[config.mk]
export PLATFORM = sky130hd
export DESIGN_NAME = prng_word_serializer
export DESIGN_NICKNAME = d
export VERILOG_FILES = /design/src/rtl/prng_word_serializer.sv
export SDC_FILE = /design/constraint.sdc
export NUM_CORES = 1
export LEC_CHECK = 0
export ABC_AREA = 1
export ABC_CLOCK_PERIOD_IN_PS = 11000
export CORE_ASPECT_RATIO = 2
export CORE_MARGIN = 1.5
export CORE_UTILIZATION = 23
export DETAILED_ROUTE_END_ITERATION = 16
export PLACE_DENSITY = 0.49
export SYNTH_ARGS = -nofsm -noshare
export SYNTH_HDL_FRONTEND = slang
export SYNTH_SLANG_ARGS = --single-unit
[constraint.sdc]
create_clock -name clk -period 11 [get_ports clk]
set_clock_uncertainty 0.2 [all_clocks]
set_input_delay 1.65 -clock clk [delete_from_list [all_inputs] [get_ports clk]]
set_output_delay 1.65 -clock clk [all_outputs]
set_load 0.02 [all_outputs]
[src/rtl/prng_word_serializer.sv]
// Buffers IN_W-bit PRNG words in a small FIFO and serializes them into OUT_W-bit beats,
// most-significant slice first. Optional repetition health test: PRNG_SERIALIZER_HEALTH_EN.
module prng_word_serializer #(
  parameter int unsigned IN_W      = 128,
  parameter int unsigned OUT_W     = 32,
  parameter int unsigned DEPTH     = 4,
  parameter int unsigned REP_LIMIT = 3
) (
  input  logic                   clk,
  input  logic                   rst,
  input  logic [IN_W-1:0]        in_data,
  input  logic                   in_valid,
  output logic                   in_ready,
  output logic [OUT_W-1:0]       out_data,
  output logic                   out_valid,
  input  logic                   out_ready,
  output logic [$clog2(DEPTH):0] fifo_level,
  output logic [15:0]            drop_cnt,
  output logic                   health_fail
);
  localparam int unsigned BEATS  = IN_W / OUT_W;
  localparam int unsigned PTR_W  = $clog2(DEPTH);
  localparam int unsigned LVL_W  = PTR_W + 1;
  localparam int unsigned BIDX_W = (BEATS > 1) ? $clog2(BEATS) : 1;

  // The head word is loaded on the IDLE->SHIFT edge, so no separate load cycle exists.
  typedef enum logic {S_IDLE, S_SHIFT} state_t;

  state_t            state;
  logic [IN_W-1:0]   mem [DEPTH];
  logic [PTR_W-1:0]  rd_ptr, wr_ptr;
  logic [IN_W-1:0]   word_q;
  logic [BIDX_W-1:0] bidx;
  logic              ready_q;
  logic [LVL_W-1:0]  level_next;
  logic              empty, last, accept, push, pop, trip, fail_next;

  // in_ready is held low while reset is asserted; otherwise it is a pure register.
  assign in_ready = ready_q & rst;
  assign out_data = word_q[IN_W-1 -: OUT_W];
  assign empty    = (fifo_level == '0);
  assign last     = (bidx == BIDX_W'(BEATS - 1));
  assign accept   = in_valid && in_ready;
  assign push     = accept && !trip;
  assign pop      = !health_fail && !empty &&
                    ((state == S_IDLE) || (out_ready && last));
  assign fail_next = health_fail | trip;

  always_comb begin
    level_next = fifo_level;
    if (push && !pop)      level_next = fifo_level + LVL_W'(1);
    else if (pop && !push) level_next = fifo_level - LVL_W'(1);
  end

`ifdef PRNG_SERIALIZER_HEALTH_EN
  localparam int unsigned REP_W = $clog2(REP_LIMIT + 1);

  logic [IN_W-1:0]  prev_word;
  logic [REP_W-1:0] rep_cnt, rep_next;

  // Run length of identical accepted words.
  always_comb begin
    rep_next = rep_cnt;
    if (accept) begin
      if ((rep_cnt != '0) && (in_data == prev_word)) rep_next = rep_cnt + REP_W'(1);
      else                                           rep_next = REP_W'(1);
    end
  end

  assign trip = accept && (rep_next == REP_W'(REP_LIMIT));

  always_ff @(posedge clk or negedge rst) begin
    if (!rst) begin
      prev_word   <= '0;
      rep_cnt     <= '0;
      health_fail <= 1'b0;
    end else begin
      if (accept) prev_word <= in_data;
      rep_cnt <= rep_next;
      if (trip) health_fail <= 1'b1;
    end
  end
`else
  assign trip        = 1'b0;
  assign health_fail = 1'b0;
`endif

  // Storage needs no reset: the pointers define which entries are live.
  always_ff @(posedge clk) begin
    if (push) mem[wr_ptr] <= in_data;
  end

  always_ff @(posedge clk or negedge rst) begin
    if (!rst) begin
      state      <= S_IDLE;
      word_q     <= '0;
      bidx       <= '0;
      out_valid  <= 1'b0;
      rd_ptr     <= '0;
      wr_ptr     <= '0;
      fifo_level <= '0;
      ready_q    <= 1'b1;
      drop_cnt   <= '0;
    end else begin
      fifo_level <= level_next;
      ready_q    <= (level_next != LVL_W'(DEPTH)) && !fail_next;
      if (in_valid && !in_ready && (drop_cnt != 16'hFFFF)) drop_cnt <= drop_cnt + 16'd1;
      if (push) wr_ptr <= wr_ptr + PTR_W'(1);
      if (pop)  rd_ptr <= rd_ptr + PTR_W'(1);

      if (health_fail) begin
        state     <= S_IDLE;
        out_valid <= 1'b0;
      end else begin
        case (state)
          S_IDLE: begin
            if (pop) begin
              word_q    <= mem[rd_ptr];
              bidx      <= '0;
              state     <= S_SHIFT;
              out_valid <= 1'b1;
            end
          end
          S_SHIFT: begin
            if (out_ready) begin
              if (!last) begin
                word_q <= word_q << OUT_W;
                bidx   <= bidx + BIDX_W'(1);
              end else if (pop) begin
                word_q <= mem[rd_ptr];
                bidx   <= '0;
              end else begin
                word_q    <= '0;
                bidx      <= '0;
                state     <= S_IDLE;
                out_valid <= 1'b0;
              end
            end
          end
          default: begin
            state     <= S_IDLE;
            out_valid <= 1'b0;
          end
        endcase
      end
    end
  end

endmodule
==> impl_metrics.ini <==
[setup_path]
r2r_start = rd_ptr[1]
cp_data_arrival_time_ps = 2860
critPathLaunch = rst
crit_fanout = 50
cp-end-kind = output pin
required_ps = 9150
critPathLaunchType = input port
r2r_slack_ps = 7460
crit_end = in_ready
r2r.worst_path.cells = 8
crit_type = in -> out
reg2reg_to = word_q[34]

[global_route]
grt_overflow = 0
grt_start_max_net_pins = 140
grt_pass1_vias = 17233
grt_pass1_wl_mm = 114
antenna_found_initial = 24
grt_use_total_pct = 12.9

[die]
start_util_pct = 23.2
num_rows = 177
die_y_um = 487
core_mm2 = 0.116
die_w_um = 245
dieArea_mm2 = 0.120
ioPinCount = 186

[layout]
final_area_mm2 = 0.0321
drive_gt1_share_pct = 5.80
synthToLayoutAreaGrowth_pct = 18.8
nets = 2645

[drt]
avgRoutedWirePerCell_um = 19.0
wirelength_mm = 77.4
dr_total_vias = 17067
firstDrtPassIters = 5
drcViolationCount = 0
first_iter_violations = 1003
antenna_left = 0
vias_per_cell = 4.18

[yosys]
yosysUniqueCellTypes = 32
synth_fp_nets = 2544
ys_ff_latch = 668
synthTopCellsByArea = edfxtp_1, dfrtp_1, nand2_1
synth_seq_area_share_pct = 71.4
netlist_instances = 2403
synth.yosys.warnings = 0
synth_top_cell_area_share_pct = 57.0
synth_top_cell_by_area = edfxtp_1
synth_area_mm2 = 0.0270
avgSynthCellArea_um2 = 11.2

[placement]
gp_congestion = 0.730
io_buffers = 184
dp_hpwl_mm = 49.2
placed_area_mm2 = 0.0301

[run_status]
status = finished, final reports clean

[worst_hold_path]
min_from = bidx[1]
hp-class = reg -> reg

[sta]
fmax_mhz = 212
hold_violations = 0
drv_slew = 0
min_period_over_period_pct = 42.8
rsz0062_at_grt = no
setup_viol = 0
relSlewSlack_pct = 22.1
tns_ps = 0
min_period_ps = 4710
tightest_slew_ps = 1170

[clock_tree]
cts_buffers = 57
cts_resized = 0
root_buffer = clkbuf_16
cts_setup_buffers = 0
cts_tree = yes
cts_buffer_depth = 3
ctsHoldBuffers = 0
clock_sinks = 668
insertion_delay_ps = 660
clkSlewWorstSetupHoldPaths_ps = 70
h-tree-depth = 2

[power]
ir_drop_mv = 0.144
power.leakage_nw = 11.8
p_per_area_mw_per_mm2 = 253

[flow_run]
maxCapViolCount = 0
[stage by stage]
stage	worst slack, ps	power, mW	hold slack (ps)	utilization, %	cells
2_1_floorplan	2950	5.17	246	-	2403
3_3_place_gp	5790	6.09	262	25.9	3966
3_5_place_dp	5760	6.12	270	25.9	3966
4_1_cts	6220	8.26	288	27.6	4073
5_1_grt	6160	8.60	310	27.6	4075
6_report	6290	8.10	281	27.6	4079
[area by class of cell]
| class | count | area [um2] |
|---|---|---|
| Clock buffer | 66 | 1490 |
| Timing Repair Buffer | 209 | 2060 |
| Sequential cell | 668 | 19300 |
| Multi-Input combinational cell | 1487 | 6510 |
| Antenna cell | 6 | 15.0 |
| Inverter | 81 | 320 |
| Fill cell | 11978 | 84200 |
| Clock inverter | 41 | 477 |
| Tap cell | 1521 | 1900 |
[logic make-up after synthesis]
kind of cell | share of synthesized area (%)
AO/OA/AOI/OAI | 4.24
XOR/XNOR | 0.389
AND/OR/NAND/NOR | 18.9
buffers and inverters | 4.57
adder cells (fa/ha/maj) | 0.417
flip-flops | 71.4
other | 0.0139
[routing by layer]
layer  vias up  track usage (%)  share of wire, %  wire length (um)
li1       8330                -                 -                 -
met1      8262             14.6                39             30400
met2       345             23.9                53             40800
met3       122             2.37               4.7              3600
met4         8             4.63               3.4              2610
met5         -                0             0.065                50
[Yosys cell counts]
master / n
nand2_1: 917
edfxtp_1: 512
nand3_1: 302
dfrtp_1: 155
o21ai_1: 148
inv_1: 76
buf_2: 54
clkbuf_1: 43
buf_4: 42
o21ai_0: 37
nor2_1: 24
buf_1: 16
o22ai_1: 12
buf_6: 10
ha_1: 9
o22ai_2: 8
a21oi_1: 7
xor2_1: 7
xnor2_1: 5
inv_2: 4
nand2_2: 3
clkbuf_2: 2
clkinv_1: 1
conb_1: 1
dfstp_2: 1
nand3_2: 1
nand4_1: 1
nor2_2: 1
nor2_4: 1
nor3_1: 1
o21a_1: 1
or2_1: 1
[sequential cells by signal (all words and copies together) (netlist names)]
name and flops:
out_valid 1, state 1, wr_ptr 2, word_q 128, fifo_level 3, bidx 2, ready_q 1, rd_ptr 2
drop_cnt 16, mem 512
[critical path: stages]
cell	delay, ps
clkbuf_8	370
nand2_1	130
inv_1	80
clkdlybuf4s50_1	590
[placed cells by master (no fill, tap or decap), drive strengths merged]
cell type	n
a21oi	7
buf	25
bufinv	8
clkbuf	67
clkdlybuf4s50	183
clkinv	27
clkinvlp	4
conb	1
dfrtp	155
dfstp	1
diode	6
edfxtp	512
ha	9
inv	83
nand2	920
nand3	303
nand4	1
nor2	26
nor3	1
o21a	1
o21ai	185
o22ai	20
or2	1
xnor2	5
xor2	7
[worst min path at each step]
| stage | end | slack, ps | cells past startpoint |
|---|---|---|---|
| floorplan | bidx[1] | 250 | 2 |
| global placement | bidx[1] | 260 | 2 |
| detailed placement | bidx[1] | 270 | 2 |
| CTS | bidx[1] | 290 | 2 |
| global route | word_q[102] | 310 | 2 |
| finish | bidx[1] | 280 | 2 |
[where the power goes]
group          total (mW)  leakage, nW  internal [mW]  switching, mW
Sequential           3.42         6.68           3.17          0.252
Combinational        2.55         4.16          0.761           1.79
Clock                2.13        0.964           1.17          0.961
(Power assumes the default switching activity.)
